File: config.mk
export PLATFORM = sky130hd
export DESIGN_NAME = rr_sel_arbiter
export DESIGN_NICKNAME = d
export VERILOG_FILES = /design/src/rtl/rr_sel_arbiter.sv
export SDC_FILE = /design/constraint.sdc
export NUM_CORES = 1
export LEC_CHECK = 0
export ABC_AREA = 1
export CAP_MARGIN = 40
export CORE_UTILIZATION = 48
export DETAILED_ROUTE_END_ITERATION = 8
export PLACE_DENSITY = 0.76
export SYNTH_ARGS = -nofsm -noshare
export SYNTH_HDL_FRONTEND = slang
export SYNTH_SLANG_ARGS = --single-unit
File: constraint.sdc
create_clock -name clk -period 1.7 [get_ports clk]
set_input_delay 0.34 -clock clk [delete_from_list [all_inputs] [get_ports clk]]
set_output_delay 0.34 -clock clk [all_outputs]
set_load 0.02 [all_outputs]
File: src/rtl/rr_sel_arbiter.sv
// Four-channel capture registers with a registered grant that drives a downstream mux4.
// Define RR_SEL_FIXED_PRIO_EN for fixed priority (channel 0 highest) instead of round-robin.

module rr_sel_chan #(
    parameter int IN_WIDTH = 1
) (
    input  logic                clk,
    input  logic                rst_n,
    input  logic                req_i,
    input  logic [IN_WIDTH-1:0] din_i,
    input  logic                clr_i,
    output logic                pend_o,
    output logic                ack_o,
    output logic [IN_WIDTH-1:0] hold_o
);
    logic                pend_q, pend_d;
    logic                ack_q, ack_d;
    logic [IN_WIDTH-1:0] hold_q, hold_d;

    // A request is only taken while the slot is free, so a clear and a capture
    // can never land on the same edge.
    always_comb begin
        ack_d  = req_i & ~pend_q;
        pend_d = pend_q;
        hold_d = hold_q;
        if (ack_d) begin
            pend_d = 1'b1;
            hold_d = din_i;
        end else if (clr_i) begin
            pend_d = 1'b0;
        end
    end

    always_ff @(posedge clk or negedge rst_n) begin
        if (!rst_n) begin
            pend_q <= 1'b0;
            ack_q  <= 1'b0;
            hold_q <= '0;
        end else begin
            pend_q <= pend_d;
            ack_q  <= ack_d;
            hold_q <= hold_d;
        end
    end

    assign pend_o = pend_q;
    assign ack_o  = ack_q;
    assign hold_o = hold_q;
endmodule

module rr_sel_arbiter #(
    parameter int IN_WIDTH = 1
) (
    input  logic                     clk,
    input  logic                     rst_n,
    input  logic [3:0]               req,
    input  logic [3:0][IN_WIDTH-1:0] din,
    output logic [3:0]               ack,
    output logic [3:0][IN_WIDTH-1:0] in_bus,
    output logic [1:0]               sel,
    output logic                     out_valid,
    input  logic                     out_ready
);
    localparam logic [0:0] IDLE    = 1'b0;
    localparam logic [0:0] PRESENT = 1'b1;

    logic [0:0] state_q, state_d;
    logic [1:0] sel_q, sel_d;
    logic [3:0] pend;
    logic [3:0] clr;
    logic [1:0] pick;
    logic       gnt_done;

    assign gnt_done = (state_q == PRESENT) && out_ready;
    assign clr      = gnt_done ? (4'b0001 << sel_q) : 4'b0000;

    for (genvar g = 0; g < 4; g++) begin : g_chan
        rr_sel_chan #(.IN_WIDTH(IN_WIDTH)) u_chan (
            .clk    (clk),
            .rst_n  (rst_n),
            .req_i  (req[g]),
            .din_i  (din[g]),
            .clr_i  (clr[g]),
            .pend_o (pend[g]),
            .ack_o  (ack[g]),
            .hold_o (in_bus[g])
        );
    end

`ifdef RR_SEL_FIXED_PRIO_EN
    always_comb begin
        pick = 2'd0;
        for (int k = 3; k >= 0; k--) begin
            if (pend[k]) pick = 2'(k);
        end
    end
`else
    logic [1:0] lg_q, lg_d;
    logic [1:0] cand;
    logic       found;

    // Search starts just past the last winner; k=4 wraps back to last_grant itself.
    always_comb begin
        pick  = lg_q;
        found = 1'b0;
        cand  = lg_q;
        for (int k = 1; k <= 4; k++) begin
            cand = lg_q + 2'(k);
            if (!found && pend[cand]) begin
                pick  = cand;
                found = 1'b1;
            end
        end
    end

    assign lg_d = gnt_done ? sel_q : lg_q;

    always_ff @(posedge clk or negedge rst_n) begin
        if (!rst_n) lg_q <= 2'd3;
        else        lg_q <= lg_d;
    end
`endif

    always_comb begin
        state_d = state_q;
        sel_d   = sel_q;
        case (state_q)
            IDLE: begin
                if (|pend) begin
                    state_d = PRESENT;
                    sel_d   = pick;
                end
            end
            PRESENT: begin
                if (out_ready) state_d = IDLE;
            end
            default: state_d = IDLE;
        endcase
    end

    always_ff @(posedge clk or negedge rst_n) begin
        if (!rst_n) begin
            state_q <= IDLE;
            sel_q   <= 2'd0;
        end else begin
            state_q <= state_d;
            sel_q   <= sel_d;
        end
    end

    assign sel       = sel_q;
    assign out_valid = (state_q == PRESENT);
endmodule
==> reports/metrics.json <==
{
  "final-hold-violation-count": {"value": 0},
  "die_area": {"value": 2128, "unit": "µm²"},
  "grt_antenna_before_repair": {"value": 0},
  "power.static_leakage": {"value": 0.0006131, "unit": "µW"},
  "total_internal_power": {"value": 1112, "unit": "µW"},
  "mostFrequentLayoutCell": {"value": "sky130_fd_sc_hd__nand2_1"},
  "layout-drive-gt1-share": {"value": 16.18, "unit": "%"},
  "synth_cell_type_count": {"value": 18},
  "synth.cell_area": {"value": 934.6, "unit": "µm²"},
  "drt_first_iter_violations": {"value": 21},
  "crit_path_max_fanout": {"value": 2},
  "number_of_vias_after_detailed_routing": {"value": 761},
  "power_per_cell_area": {"value": 1818, "unit": "nW/µm²"},
  "timing_max_transition_violations_final": {"value": 0},
  "synth-warning-count": {"value": 0},
  "tritoncts": {"value": "done"},
  "post-route-period-util": {"value": 93.97, "unit": "%"},
  "timing.critical_path.max_delay_family": {"value": "buffers and inverters"},
  "fill_cells": {"value": 166},
  "synth_cells": {"value": 118},
  "final_worst_path_period_need": {"value": 1.597, "unit": "ns"},
  "ctsHtreeMaxLevel": {"value": 1},
  "synth.top_cells.by_area": {"value": "sky130_fd_sc_hd__dfrtp_1 (40%), sky130_fd_sc_hd__nand2_1 (20%), sky130_fd_sc_hd__buf_4 (6.4%)"},
  "grt_overflow_total": {"value": 0},
  "ant_nets": {"value": 0},
  "postSynthAreaPerCell": {"value": 7.921, "unit": "µm²"},
  "synth_seq_area_share": {"value": 45.78, "unit": "%"},
  "run_status": {"value": "finished, final reports clean"},
  "design.final.nets": {"value": 148},
  "comb_power_share": {"value": 54.4, "unit": "%"},
  "max_cap_viol_count": {"value": 0},
  "finalWorstSetupSlack": {"value": 0.1025, "unit": "ns"},
  "initial_cell_density_of_the_core": {"value": 52.42, "unit": "%"},
  "start_kind": {"value": "flop"},
  "vdd.ir_drop.worst": {"value": 1.224, "unit": "mV"},
  "synth.top_cell.area_share": {"value": 40.16, "unit": "%"},
  "insertedDiodeCount": {"value": 0},
  "rsz0062_at_grt": {"value": "no"},
  "multiInputGateArea": {"value": 377.9, "unit": "µm²"},
  "setup-tns-final": {"value": 0, "unit": "ns"},
  "drt_first_pass_iters": {"value": 4},
  "power.net_switching": {"value": 964.3, "unit": "µW"},
  "fp.coreArea": {"value": 1783, "unit": "µm²"},
  "gp_congestion": {"value": 0.8626},
  "number_of_clock_buffers_inserted_by_tritoncts": {"value": 3},
  "setup_viol": {"value": 0},
  "first_global_vias": {"value": 703},
  "max_stage_delay": {"value": 0.61, "unit": "ns"},
  "timing.clock.skew": {"value": 0.009067, "unit": "ns"},
  "grt_start_max_net_pins": {"value": 11},
  "floorplan.die.height": {"value": 46.13, "unit": "µm"},
  "cts.repair_timing.setup_buffer_count": {"value": 0},
  "yosys.area.top_type": {"value": "sky130_fd_sc_hd__dfrtp_1"},
  "global_route.usage.total": {"value": 20.41, "unit": "%"},
  "cts_root_buffer": {"value": "sky130_fd_sc_hd__clkbuf_4"},
  "remaining_drc_errors": {"value": 0},
  "power_switching_share": {"value": 46.43, "unit": "%"},
  "wl": {"value": 1773, "unit": "µm"},
  "clock_latency": {"value": 0.29, "unit": "ns"},
  "cts-root-to-sink-buffers": {"value": 2},
  "row_count": {"value": 15},
  "path_buf_inv": {"value": 1},
  "synth.ff_latch_count": {"value": 17},
  "syn_nets": {"value": 129},
  "crit_chain": {"value": "clkdlybuf4s50_1"},
  "share_seq_of_total_power": {"value": 35.2, "unit": "%"},
  "flow.area_growth_from_synthesis": {"value": 22.22, "unit": "%"},
  "worst-setup-path-type": {"value": "reg2out"},
  "worst_pin_slew": {"value": 0.3511, "unit": "ns"},
  "clkTransAtPathRegs": {"value": 0.09, "unit": "ns"},
  "max-slew-margin-rel": {"value": 76.52, "unit": "%"},
  "post_drt_wl_per_cell": {"value": 11.01, "unit": "µm"},
  "dp_worst_setup_slack": {"value": 0.2029, "unit": "ns"},
  "clock_sinks": {"value": 17},
  "place_hpwl": {"value": 1443, "unit": "µm"},
  "number_of_buffers_inserted_for_hold_repair_after_clock_tree_synthesis": {"value": 0},
  "critical_path_arrival": {"value": 1.26, "unit": "ns"},
  "seqCellArea": {"value": 427.9, "unit": "µm²"},
  "end_kind": {"value": "primary output"},
  "mostFrequentLayoutCells": {"value": "sky130_fd_sc_hd__nand2_1 (51), sky130_fd_sc_hd__clkdlybuf4s50_1 (18), sky130_fd_sc_hd__dfrtp_1 (15), sky130_fd_sc_hd__inv_1 (11)"},
  "place.port_buffers": {"value": 21},
  "die_w": {"value": 46.13, "unit": "µm"},
  "clock.fmax": {"value": 0.6260, "unit": "GHz"},
  "routed_via_density": {"value": 4.727},
  "crit_path_top_delay_cell": {"value": "sky130_fd_sc_hd__clkdlybuf4s50_1"},
  "worst_hold_path_type": {"value": "in2async"},
  "clock_power_share": {"value": 10.3, "unit": "%"},
  "pin_count": {"value": 22},
  "first_pass_grt_wire_length": {"value": 2960, "unit": "µm"},
  "crit_required": {"value": 1.36, "unit": "ns"}
}
stage by stage:
step                std cells  total power (µW)  cell area [µm²]  hold WS, ns  util (%)
global placement          157              1851             1120       0.4638     62.81
finish                    161              2077             1142       0.3219     64.07
CTS                       161              2103             1142       0.3165     64.07
detailed placement        157              1902             1120       0.4744     62.81
global route              161              2259             1142       0.3177     64.07
floorplan                 118              1636            934.6      0.04441         -
metal layers:
metal	wire length, µm	share of wire, %	GRT usage [%]	vias to the layer above
li1	-	-	-	387
met1	805	45	25.25	357
met2	885	50	33.24	15
met3	59	3.3	3.922	2
met4	23	1.3	11.18	0
met5	0	0	0	-
cell families (layout without fill, tap and decap cells):
group | count (synthesis) | count (layout) | share of synthesized area, %
AO/OA/AOI/OAI | 7 | 7 | 3.748
XOR/XNOR | 1 | 1 | 0.9373
buffers and inverters | 23 | 41 | 13.79
flip-flops | 17 | 17 | 45.78
AND/OR/NAND/NOR | 70 | 70 | 35.74
cell type report:
type                            count  area share (%)
Sequential cell                    17           37.46
Clock buffer                        4           2.300
Inverter                           14           5.038
Multi-Input combinational cell     78           33.08
Tap cell                           25           2.738
Timing Repair Buffer               23           19.39
Yosys cell counts:
cell type,number
sky130_fd_sc_hd__nand2_4,4
sky130_fd_sc_hd__nand4_1,1
sky130_fd_sc_hd__nand3_1,4
sky130_fd_sc_hd__buf_4,8
sky130_fd_sc_hd__nor2_4,2
sky130_fd_sc_hd__a21oi_1,1
sky130_fd_sc_hd__nand2_2,6
sky130_fd_sc_hd__nor4_1,1
sky130_fd_sc_hd__dfstp_2,2
sky130_fd_sc_hd__inv_1,11
sky130_fd_sc_hd__o21ai_0,6
sky130_fd_sc_hd__nor3_1,1
sky130_fd_sc_hd__xor2_1,1
sky130_fd_sc_hd__nand2_1,51
sky130_fd_sc_hd__dfrtp_1,15
sky130_fd_sc_hd__buf_6,1
sky130_fd_sc_hd__inv_2,2
sky130_fd_sc_hd__inv_6,1
flip-flops by register name, indices dropped and copies added, names as in the netlist:
| register | cells |
|---|---|
| g_chan.u_chan.pend_o | 4 |
| g_chan.u_chan.ack_o | 4 |
| lg_q | 2 |
| sel | 2 |
| g_chan.u_chan.hold_o | 4 |
| out_valid | 1 |
power by group through the flow:
stage                     Combinational (µW)  Clock [µW]  Sequential [µW]
after global placement                  1120           0              735
after floorplan                          932           0              704
final                                   1130         215              732
after global routing                    1260         243              757
after detailed placement                1160           0              740
after CTS                               1150         222              732
path summary, 6_finish.rpt:
check | start | end | slack [ns] | cells past startpoint
max | g_chan[2].u_chan.hold_o$_DFFE_PN0P_ | in_bus[2] | 0.10 | 1
min | rst_n | g_chan[2].u_chan.ack_o$_DFF_PN0_ | 0.32 | 1
max reg2reg | lg_q[0]$_DFFE_PN1P_ | sel[1]$_DFFE_PN0P_ | 0.22 | 11
min reg2reg | g_chan[3].u_chan.hold_o$_DFFE_PN0P_ | g_chan[3].u_chan.hold_o$_DFFE_PN0P_ | 0.50 | 2
max in group asynchronous | rst_n | g_chan[1].u_chan.hold_o$_DFFE_PN0P_ | 0.91 | 2
min in group clk | g_chan[3].u_chan.hold_o$_DFFE_PN0P_ | g_chan[3].u_chan.hold_o$_DFFE_PN0P_ | 0.50 | 2
repair_timing:
action / in CTS / in global routing
endpoints found under the hold margin: 0 / 0
resized for setup: 3 / 0
endpoints found under the setup margin: 3 / 0
Power figures use the tool's default switching activity.
